===== src/rtl/butterfly_param.sv =====
// butterfly_param: pipelined modular NTT butterfly (GS/CT/ADDSUB/MUL) with valid/ready flow control
module butterfly_param #(
  parameter int DW      = 12,
  parameter int Q       = 3329,
  parameter int MUL_LAT = 2,
  parameter int GS_HALF = 1
) (
  input  logic          clk,
  input  logic          rst,
  input  logic          in_valid,
  output logic          in_ready,
  input  logic [1:0]    in_mode,
  input  logic [DW-1:0] A,
  input  logic [DW-1:0] B,
  input  logic [DW-1:0] W,
  output logic          out_valid,
  input  logic          out_ready,
  output logic [DW-1:0] E,
  output logic [DW-1:0] O,
  output logic [1:0]    out_mode
);
  localparam logic [DW:0]     QE   = (DW+1)'(Q);
  localparam logic [2*DW-1:0] QP   = (2*DW)'(Q);
  localparam logic [1:0]      M_GS = 2'b00;
  localparam logic [1:0]      M_CT = 2'b01;
  localparam logic [1:0]      M_AS = 2'b10;

  function automatic logic [DW-1:0] mod_add(input logic [DW-1:0] x, input logic [DW-1:0] y);
    logic [DW:0] s;
    s = {1'b0, x} + {1'b0, y};
    return (s >= QE) ? DW'(s - QE) : DW'(s);
  endfunction

  function automatic logic [DW-1:0] mod_sub(input logic [DW-1:0] x, input logic [DW-1:0] y);
    return (x >= y) ? x - y : DW'({1'b0, x} + QE - {1'b0, y});
  endfunction

  // odd values borrow one Q so the shift divides exactly
  function automatic logic [DW-1:0] mod_half(input logic [DW-1:0] x);
    logic [DW:0] h;
    h = x[0] ? {1'b0, x} + QE : {1'b0, x};
    return DW'(h >> 1);
  endfunction

  logic          en;
  logic          v0;
  logic [1:0]    m0;
  logic [DW-1:0] a0, s0, d0, x0, y0;
  logic [2*DW-1:0] prod;
  logic          vp [MUL_LAT];
  logic [1:0]    mp [MUL_LAT];
  logic [DW-1:0] ap [MUL_LAT];
  logic [DW-1:0] sp [MUL_LAT];
  logic [DW-1:0] dp [MUL_LAT];
  logic [DW-1:0] tp [MUL_LAT];
  logic [DW-1:0] e_n, o_n;

  assign en       = ~out_valid | out_ready;
  assign in_ready = en;
  assign prod     = {{DW{1'b0}}, x0} * {{DW{1'b0}}, y0};

  // operand stage: sums/differences and multiplier operand selection (GS multiplies the difference)
  always_ff @(posedge clk or posedge rst)
    if (rst) begin
      v0 <= 1'b0;
      m0 <= '0;
      a0 <= '0;
      s0 <= '0;
      d0 <= '0;
      x0 <= '0;
      y0 <= '0;
    end else if (en) begin
      v0 <= in_valid;
      m0 <= in_mode;
      a0 <= A;
      s0 <= mod_add(A, B);
      d0 <= mod_sub(A, B);
      x0 <= (in_mode == M_GS) ? mod_sub(A, B) : B;
      y0 <= W;
    end

  // multiplier stages: full product reduced in the first, side-band values carried alongside
  always_ff @(posedge clk or posedge rst)
    if (rst) begin
      for (int i = 0; i < MUL_LAT; i++) begin
        vp[i] <= 1'b0;
        mp[i] <= '0;
        ap[i] <= '0;
        sp[i] <= '0;
        dp[i] <= '0;
        tp[i] <= '0;
      end
    end else if (en) begin
      vp[0] <= v0;
      mp[0] <= m0;
      ap[0] <= a0;
      sp[0] <= s0;
      dp[0] <= d0;
      tp[0] <= DW'(prod % QP);
      for (int i = 1; i < MUL_LAT; i++) begin
        vp[i] <= vp[i-1];
        mp[i] <= mp[i-1];
        ap[i] <= ap[i-1];
        sp[i] <= sp[i-1];
        dp[i] <= dp[i-1];
        tp[i] <= tp[i-1];
      end
    end

  // final combine per mode
  always_comb begin
    e_n = (mp[MUL_LAT-1] == M_CT) ? mod_add(ap[MUL_LAT-1], tp[MUL_LAT-1]) :
          (mp[MUL_LAT-1] == M_GS) ? ((GS_HALF != 0) ? mod_half(sp[MUL_LAT-1]) : sp[MUL_LAT-1]) :
          (mp[MUL_LAT-1] == M_AS) ? sp[MUL_LAT-1] : tp[MUL_LAT-1];
    o_n = (mp[MUL_LAT-1] == M_CT) ? mod_sub(ap[MUL_LAT-1], tp[MUL_LAT-1]) :
          (mp[MUL_LAT-1] == M_GS) ? ((GS_HALF != 0) ? mod_half(tp[MUL_LAT-1]) : tp[MUL_LAT-1]) :
          (mp[MUL_LAT-1] == M_AS) ? dp[MUL_LAT-1] : '0;
  end

  // output register, held while the consumer stalls
  always_ff @(posedge clk or posedge rst)
    if (rst) begin
      out_valid <= 1'b0;
      out_mode  <= '0;
      E         <= '0;
      O         <= '0;
    end else if (en) begin
      out_valid <= vp[MUL_LAT-1];
      out_mode  <= mp[MUL_LAT-1];
      E         <= e_n;
      O         <= o_n;
    end
endmodule

===== config.mk =====
export PLATFORM = sky130hd
export DESIGN_NAME = butterfly_param
export DESIGN_NICKNAME = d
export VERILOG_FILES = /design/src/rtl/butterfly_param.sv
export SDC_FILE = /design/constraint.sdc
export NUM_CORES = 1
export LEC_CHECK = 0
export ABC_AREA = 1
export CORE_ASPECT_RATIO = 1.5
export CORE_MARGIN = 2
export CORE_UTILIZATION = 69
export CTS_BUF_LIST = sky130_fd_sc_hd__clkbuf_4
export DETAILED_ROUTE_END_ITERATION = 10
export PLACE_DENSITY = 0.93
export SLEW_MARGIN = 0
export SYNTH_ARGS = -nofsm -noshare
export SYNTH_HDL_FRONTEND = slang
export SYNTH_SLANG_ARGS = --single-unit

===== constraint.sdc =====
create_clock -name clk -period 32 [get_ports clk]
set_input_delay 6.4 -clock clk [delete_from_list [all_inputs] [get_ports clk]]
set_output_delay 6.4 -clock clk [all_outputs]
set_load 0.05 [all_outputs]

==> impl_metrics.py, run 1 <==
metrics = {
    "clock_tree": {
        "cts_tree": "done",
        "path_clk_slew_ps": 200,
        "clk_latency_ps": 630,
        "htree_levels": 4,
        "cts_made_buffers": 17,
        "ctsResizeCount": 0,
        "clock-sinks": 192,
        "cts_root_buf": "clkbuf_4",
        "cts_buffer_depth": 2,
        "hold_buffers": 0,
        "cts_setup_buffers": 0,
    },
    "floorplan": {
        "ios": 70,
        "dieWidth_um": 153.5,
        "placementRows": 82,
        "fp.dieArea_um2": 35050,
        "start_util_pct": 69.62,
        "coreArea_um2": 33240,
        "die_y_um": 228.3,
    },
    "place": {
        "place_inst": 3818,
        "port_buffers": 69,
        "post-dp-hpwl_mm": 53.90,
        "routabilityCongestion": 1.023,
    },
    "setup_path": {
        "crit_top_cell": "nand2_1",
        "r2r_slack_ps": 14440,
        "critical_path_buf_inv_count": 12,
        "startpoint_type": "flip-flop",
        "r2r_cells": 105,
        "slowest_delay_ps": 800,
        "path_class": "reg -> reg",
        "path_depth": 105,
        "endpoint": "tp[15]",
        "r2r_start": "x0[6]",
        "critPathArrivalTime_ps": 18140,
        "end_kind": "flip-flop",
        "crit_required_ps": 32580,
        "worst_path_max_delay_cell": "dfrtp_1",
        "r2r-end": "tp[15]",
        "startpoint": "x0[6]",
        "worstPathMaxFanout": 21,
        "critical_path.top_delay_family": "simple AND/OR/NAND/NOR gates",
    },
    "job": {
        "cap_violations": 0,
    },
    "route": {
        "via_per_inst": 5.792,
        "num_vias": 22316,
        "detail-route-antenna-nets": 0,
        "dr.first_iter.drc_count": 1641,
        "totalWireLength_mm": 66.99,
        "drc": 0,
        "dr.pass1.iters": 8,
        "wl_per_cell_um": 17.39,
    },
    "synth": {
        "synth.distinct_cells": 61,
        "synth-seq-area-share_pct": 20.76,
        "yosys_warnings": 0,
        "synth_enable_flop_cells": 0,
        "synthAdderAreaFrac_pct": 18.38,
        "synth_compound_area_share_pct": 10.21,
        "syn-cell-area_um2": 23140,
        "async_flop_share_pct": 100.0,
        "synth_area_per_cell_um2": 6.769,
        "yosys.area_share.simple_pct": 34.09,
        "synth_fp_nets": 3729,
        "synthXorXnorAreaFrac_pct": 4.677,
        "synth_seq_cells": 192,
        "ys.flop_type": "dfrtp_1",
        "synth.area.mux_share_pct": 0.04325,
        "synthCells": 3419,
        "synth_top_family_by_area": "simple AND/OR/NAND/NOR gates",
    },
    "cells_and_area": {
        "final_cells": 3853,
        "syn_to_final_growth_pct": 4.774,
        "drive_gt1_share_pct": 8.513,
        "fillers": 2695,
        "fin_nets": 3727,
    },
    "grt": {
        "grt_pass1_wl_mm": 109.5,
        "track_usage_pct": 38.62,
        "grt-ovfl-total": 0,
        "grt_max_degree": 118,
        "grt_pass1_vias": 22565,
        "antenna_found_initial": 2,
    },
    "hold_path": {
        "hp-class": "reg -> reg",
    },
    "run_status": {
        "outcome": "finished clean",
    },
    "timing": {
        "drv_slew": 0,
        "period_share_pct": 54.87,
        "relSlewSlack_pct": 32.83,
        "setup_viol": 0,
        "fin_worst_skew_ps": 33.51,
        "setup_tns_ps": 0,
        "tightest_slew_ps": 997.0,
        "final-hold-violation-count": 0,
        "rsz0062_at_grt": "no",
        "min_period_ps": 17560,
        "max_freq_mhz": 56.95,
    },
}
Yosys cell counts (26+ instances only):
master,n,area share (%)
nand2_2,85,2.3
xor2_1,97,3.7
nand4_1,60,1.6
nand2_4,32,1.6
nor2_2,26,0.70
dfrtp_1,192,21
fa_1,120,10
clkbuf_1,73,1.2
nor2_1,175,2.8
nand2_1,1054,17
ha_1,148,8.0
a21oi_1,117,2.5
o21ai_0,196,4.2
inv_2,39,0.63
nand3_1,230,5.0
inv_1,530,8.6
per-layer routing:
metal | vias to the layer above | GRT usage [%] | wire length, um
met5 | - | 0 | 0
met4 | 0 | 32.31 | 6581
met3 | 339 | 5.366 | 3247
met2 | 884 | 69.49 | 34380
met1 | 10420 | 38.95 | 22790
li1 | 10673 | - | -
kinds of logic (layout without fill, tap and decap cells):
logic type      Yosys count  after routing
compound gates          415            415
fa+ha+maj               268            268
flops                   192            192
mux                       1              1
buf+inv                 682            693
xor+xnor                121            121
other cells               0              3
simple gates           1740           1740
how the worst min path moves through the flow:
stage / start / end / slack (ps) / cells after the start
6_report: d0[10] / dp[22] / 480 / 2
5_1_grt: d0[9] / dp[21] / 510 / 2
4_1_cts: d0[10] / dp[22] / 490 / 2
3_5_place_dp: a0[6] / ap[18] / 460 / 2
3_3_place_gp: d0[6] / dp[18] / 450 / 2
2_1_floorplan: vp[0] / out_valid / 440 / 1
worst register-to-register path: cells and delay by family (launching register included):
family / cells / cell delay [ps]
AND/OR/NAND/NOR: 80 / 11120
XOR/XNOR: 2 / 780
AO/OA/AOI/OAI: 3 / 600
flip-flops: 1 / 800
buffers and inverters: 12 / 890
adder cells (fa/ha/maj): 8 / 3330
cell usage in the layout, fill, tap and decap left out, drive strengths merged, types with 10 or more instances in the layout:
| master | Yosys | layout |
|---|---|---|
| nand4 | 65 | 65 |
| inv | 571 | 580 |
| a21oi | 123 | 123 |
| o21bai | 16 | 16 |
| o21ai | 218 | 218 |
| nand3 | 248 | 248 |
| xor2 | 98 | 98 |
| fa | 120 | 120 |
| xnor2 | 23 | 23 |
| dfrtp | 192 | 192 |
| nor2 | 216 | 216 |
| nor3 | 18 | 18 |
| a31oi | 13 | 13 |
| clkbuf | 73 | 17 |
| clkdlybuf4s50 | 0 | 69 |
| buf | 27 | 10 |
| clkinv | 11 | 17 |
| ha | 148 | 148 |
| nand2 | 1172 | 1172 |
flip-flops by register name (all words and copies together), names as in the netlist, 2 cells and up:
signal,count
sp,24
out_mode,2
E,12
d0,12
vp,2
tp,24
m0,2
y0,12
a0,12
mp,4
ap,24
O,12
x0,12
dp,24
s0,12
through the flow:
step | hold WS (ps) | area, um2 | setup slack, ps | utilization, %
after floorplan | 440.0 | 23140 | 17540 | -
after global placement | 450.1 | 23910 | 15160 | 71.92
after detailed placement | 459.2 | 23910 | 14730 | 71.92
after CTS | 485.4 | 24240 | 14630 | 72.92
after global routing | 509.3 | 24240 | 12870 | 72.93
final | 476.6 | 24250 | 14440 | 72.94
final cells by class:
cell class	count	area [um2]	share of cell area [%]
well taps	420	525.5	2.167
clock inverters	15	203.9	0.8411
clock buffers	17	127.6	0.5263
diodes	3	7.507	0.03096
inverters	582	2205	9.092
flip-flops and latches	192	4805	19.82
multi-input cells	2545	15610	64.37
repair buffers	79	765.7	3.158
Power of run 1 is left out: the tool's default activity adds up to more than one toggle a clock period on the data nets, which glitch-free logic cannot reach.
==> inputs of run 2 (changes only) <==
--- a/config.mk
+++ b/config.mk
@@ -8,10 +8,10 @@
 export ABC_AREA = 1
 export CORE_ASPECT_RATIO = 1.5
 export CORE_MARGIN = 2
-export CORE_UTILIZATION = 69
+export CORE_UTILIZATION = 59
 export CTS_BUF_LIST = sky130_fd_sc_hd__clkbuf_4
 export DETAILED_ROUTE_END_ITERATION = 10
-export PLACE_DENSITY = 0.93
+export PLACE_DENSITY = 0.85
 export SLEW_MARGIN = 0
 export SYNTH_ARGS = -nofsm -noshare
 export SYNTH_HDL_FRONTEND = slang
==> constraint.sdc (replaced) <==
create_clock -name clk -period 15.2 [get_ports clk]
set_input_delay 3.04 -clock clk [delete_from_list [all_inputs] [get_ports clk]]
set_output_delay 3.04 -clock clk [all_outputs]
set_load 0.05 [all_outputs]
==> run 2 against run 1 <==
Against the previous run:
- worst setup slack lost 14000 ps
- first-iteration DRC count shrank 0.91%
- via count grew 3.9%
- final cell count grew 7.0%
- core utilization shrank 2.4 points
- sequential cell count is the same
- critical path type unchanged
==> impl_metrics.py, run 2 (same netlist as run 1, synthesis figures left out) <==
metrics = {
    "place": {
        "post-dp-hpwl_mm": 50.68,
        "port_buffers": 69,
        "routabilityCongestion": 1.004,
        "placed_cell_area_um2": 24830,
        "place_ws_ps": -280.5,
    },
    "timing": {
        "fin_worst_skew_ps": 41.77,
        "final.setup.worst_slack_ps": 403.3,
        "drv_slew": 0,
        "relSlewSlack_pct": 37.69,
        "setup_tns_ps": 0,
        "whs_ps": 497.2,
        "min_period_ps": 14800,
        "tightest_slew_ps": 924.9,
        "setup_viol": 0,
        "max_freq_mhz": 67.58,
        "final-hold-violation-count": 0,
        "period_share_pct": 97.35,
    },
    "clock_tree": {
        "htree_levels": 4,
        "path_clk_slew_ps": 200,
        "cts_root_buf": "clkbuf_4",
        "cts_buffer_depth": 2,
        "cts_tree": "done",
        "cts_made_buffers": 17,
        "clock-sinks": 192,
        "clk_latency_ps": 650,
    },
    "setup_path": {
        "path_class": "reg -> reg",
        "end_kind": "flip-flop",
        "critical_path.top_delay_family": "simple AND/OR/NAND/NOR gates",
        "worstPathMaxFanout": 8,
        "crit_required_ps": 15750,
        "slowest_delay_ps": 550,
        "critPathArrivalTime_ps": 15340,
        "worst_path_max_delay_cell": "fa_1",
        "critical_path_buf_inv_count": 19,
        "crit_top_cell": "nand2_1",
        "startpoint_type": "flip-flop",
    },
    "route": {
        "via_per_inst": 5.620,
        "dr.first_iter.drc_count": 1626,
        "dr.pass1.iters": 7,
        "drc": 0,
        "wl_per_cell_um": 16.49,
        "totalWireLength_mm": 68.01,
        "num_vias": 23178,
        "detail-route-antenna-nets": 0,
    },
    "grt": {
        "track_usage_pct": 30.82,
        "grt-ovfl-total": 0,
        "grt_pass1_wl_mm": 102.7,
        "grt_max_degree": 185,
        "antenna_found_initial": 1,
        "grt_pass1_vias": 21885,
    },
    "floorplan": {
        "dieWidth_um": 165.7,
        "coreArea_um2": 38540,
        "die_y_um": 246.6,
        "fp.dieArea_um2": 40860,
        "start_util_pct": 60.05,
        "placementRows": 88,
        "ios": 70,
    },
    "cells_and_area": {
        "most-common-layout-cells": "nand2_1, inv_1, nand3_1, o21ai_0, dfrtp_1",
        "fin_nets": 3925,
        "layout_commonest_cell": "nand2_1",
        "drive_gt1_share_pct": 18.52,
        "fin_area_um2": 27180,
        "syn_to_final_growth_pct": 17.46,
    },
    "run_status": {
        "outcome": "finished clean",
    },
    "hold_path": {
        "hp-class": "reg -> reg",
    },
    "job": {
        "cap_violations": 0,
    },
}
[run 2: final cells by class]
type,instances,area [um2]
Sequential cell,192,4823
Tap cell,495,619.3
Timing Repair Buffer,265,2295
Clock buffer,17,127.6
Inverter,582,2210
Clock inverter,15,217.7
Fill cell,3033,11350
Multi-Input combinational cell,2557,16890
Antenna cell,1,2.502
[run 2: metrics by stage]
step / instances / util (%)
final: 4124 / 70.54
after CTS: 4046 / 65.69
after global routing: 4124 / 70.54
after detailed placement: 4000 / 64.43
after floorplan: 3419 / -
after global placement: 4000 / 64.43
[run 2: final timing paths]
| kind | startpoint | endpoint | slack, ps | cells past startpoint |
|---|---|---|---|---|
| min in group asynchronous | rst | m0[1] | 2880 | 2 |
| max in group asynchronous | rst | y0[7] | 10750 | 3 |
| worst min register to register | d0[9] | dp[21] | 500 | 2 |
| worst max register to register | x0[3] | tp[12] | 400 | 105 |
| worst max-delay path | x0[3] | tp[12] | 400 | 105 |
| worst min-delay path | d0[9] | dp[21] | 500 | 2 |
[run 2: timing repair]
item                                    in CTS  in global routing
gates cloned                                 0                 13
hold buffers                                 0                  0
buffers inserted                            14                 64
gates resized for setup                     16                281
endpoints found under the setup margin      12                 12
pin swaps                                    1                112
[run 2: worst reg2reg max path, delay by kind of cell, from the launching register on]
kind            cells  cell delay, ps
xor+xnor            1             250
fa+ha+maj           6            2810
buf+inv            19            2110
compound gates      7            1310
flops               1             500
simple gates       72            7680
[run 2: metal layers]
metal	track usage [%]	part of all wire [%]
met3	3.357	4.2
met1	30.33	34
met5	0	0
met4	24.60	9.1
met2	58.36	53
Power of run 2 is left out for the same reason.
==> inputs of run 3 (changes only) <==
--- a/config.mk
+++ b/config.mk
@@ -6,9 +6,11 @@
 export NUM_CORES = 1
 export LEC_CHECK = 0
 export ABC_AREA = 1
+export CELL_PAD_IN_SITES_DETAIL_PLACEMENT = 1
+export CELL_PAD_IN_SITES_GLOBAL_PLACEMENT = 1
 export CORE_ASPECT_RATIO = 1.5
 export CORE_MARGIN = 2
-export CORE_UTILIZATION = 59
+export CORE_UTILIZATION = 43
 export CTS_BUF_LIST = sky130_fd_sc_hd__clkbuf_4
 export DETAILED_ROUTE_END_ITERATION = 10
 export PLACE_DENSITY = 0.85
==> run 3 against run 2 <==
Against the previous run:
- the flow now finishes with violations (setup timing)
- global-route usage shrank 4.2 points
- critical path depth grew 3
- sequential cell count is the same
- final area grew 3.8%
- critical endpoint is now tp[18]
- highest routed layer unchanged
==> impl_metrics.py, run 3 (same netlist as run 1, synthesis figures left out) <==
metrics = {
    "setup_path": {
        "crit_required_ps": 15790,
        "worst_path_max_delay_cell": "fa_1",
        "startpoint_type": "flip-flop",
        "slowest_delay_ps": 620,
        "worstPathMaxFanout": 8,
        "crit_top_cell": "nand2_1",
        "path_class": "reg -> reg",
        "end_kind": "flip-flop",
        "r2r_cells": 108,
        "critPathArrivalTime_ps": 16700,
    },
    "clock_tree": {
        "cts_tree": "done",
        "cts_made_buffers": 17,
        "clk_latency_ps": 660,
        "path_clk_slew_ps": 190,
        "hold_buffers": 0,
        "clock-sinks": 192,
        "cts_root_buf": "clkbuf_4",
        "cts_buffer_depth": 2,
        "htree_levels": 4,
    },
    "timing": {
        "period_share_pct": 106.0,
        "min_period_ps": 16110,
        "final-hold-violation-count": 0,
        "relSlewSlack_pct": 36.96,
        "setup_viol": 12,
        "max_freq_mhz": 62.07,
        "tightest_slew_ps": 945.5,
        "fin_worst_skew_ps": 26.13,
        "final.setup.worst_slack_ps": -910.2,
        "drv_slew": 0,
    },
    "floorplan": {
        "start_util_pct": 43.27,
        "fp.dieArea_um2": 55730,
        "dieWidth_um": 193.4,
        "placementRows": 104,
        "ios": 70,
        "die_y_um": 288.1,
        "coreArea_um2": 53480,
    },
    "cells_and_area": {
        "drive_gt1_share_pct": 22.36,
        "fin_area_um2": 28220,
        "fillers": 6874,
        "final_util_pct": 52.77,
        "syn_to_final_growth_pct": 21.96,
        "layout_commonest_cell": "nand2_1",
        "seqCellArea_um2": 4825,
        "fin_nets": 3982,
        "most-common-layout-cells": "nand2_1, inv_1, buf_4, nand3_1, o21ai_0",
        "final_cells": 4385,
        "multi_input_area_um2": 17220,
    },
    "route": {
        "wl_per_cell_um": 21.99,
        "dr.pass1.iters": 5,
        "detail-route-antenna-nets": 0,
        "via_per_inst": 5.748,
        "dr.first_iter.drc_count": 1398,
        "num_vias": 25205,
        "drc": 0,
        "totalWireLength_mm": 96.44,
    },
    "place": {
        "place_inst": 4216,
        "port_buffers": 69,
        "post-dp-hpwl_mm": 59.76,
        "routabilityCongestion": 0.9259,
        "placed_cell_area_um2": 25240,
    },
    "run_status": {
        "outcome": "finished with violations",
        "failed_checks": "setup timing",
    },
    "grt": {
        "grt_max_degree": 185,
        "grt-ovfl-total": 0,
        "grt_pass1_vias": 24985,
        "grt_pass1_wl_mm": 121.2,
        "antenna_found_initial": 11,
        "track_usage_pct": 26.63,
    },
    "hold_path": {
        "min_path_cells": 2,
        "hp-class": "reg -> reg",
    },
    "job": {
        "cap_violations": 0,
    },
}
[run 3: metrics by stage]
step | setup TNS, ps | worst slack (ps) | hold WS, ps
detailed placement | -6247 | -541.2 | 465.8
global route | -17750 | -1572 | 531.8
global placement | 0 | 142.0 | 451.3
CTS | 0 | 8.272 | 509.4
finish | -9875 | -910.2 | 497.0
floorplan | 0 | 737.4 | 440.0
[run 3: final cells by class]
cell class,instances,area share (%)
multi-input combinational,2555,61.02
inverter,582,7.856
sequential,192,17.09
tap,689,3.054
antenna,11,0.09753
clock inverter,15,0.6472
timing repair buffer,324,9.775
clock buffer,17,0.4522
[run 3: metal layers]
layer	vias up	GRT usage (%)	wire (um)	share of wire [%]
met5	-	0	0	0
met4	0	18.74	9820	10
met3	560	2.425	3743	3.9
met2	995	53.64	51230	53
met1	12445	24.92	31650	33
li1	11205	-	-	-
[run 3: timing repair]
| action | in CTS | in global routing |
|---|---|---|
| resized for setup | 31 | 394 |
| pin swaps | 8 | 185 |
| gates cloned | 2 | 9 |
| endpoints found under the hold margin | 0 | 0 |
| endpoints found under the setup margin | 12 | 12 |
| setup buffers | 9 | 106 |
[run 3: worst paths after layout]
kind / start / end / slack, ps
min in group asynchronous: rst / mp[3] / 2880
max: y0[5] / tp[18] / -910
min reg2reg: tp[12] / tp[12] / 500
min: tp[12] / tp[12] / 500
max reg2reg: y0[5] / tp[18] / -910
max in group asynchronous: rst / x0[6] / 10610
[run 3: critical path, delay by kind of cell (launching register included)]
kind                     cells  cell delay, ps
adder cells (fa/ha/maj)      6            2810
flip-flops                   1             480
XOR/XNOR                     1             170
AND/OR/NAND/NOR             79            9850
AO/OA/AOI/OAI                5             750
buffers and inverters       17            1960
Power of run 3 is left out for the same reason.
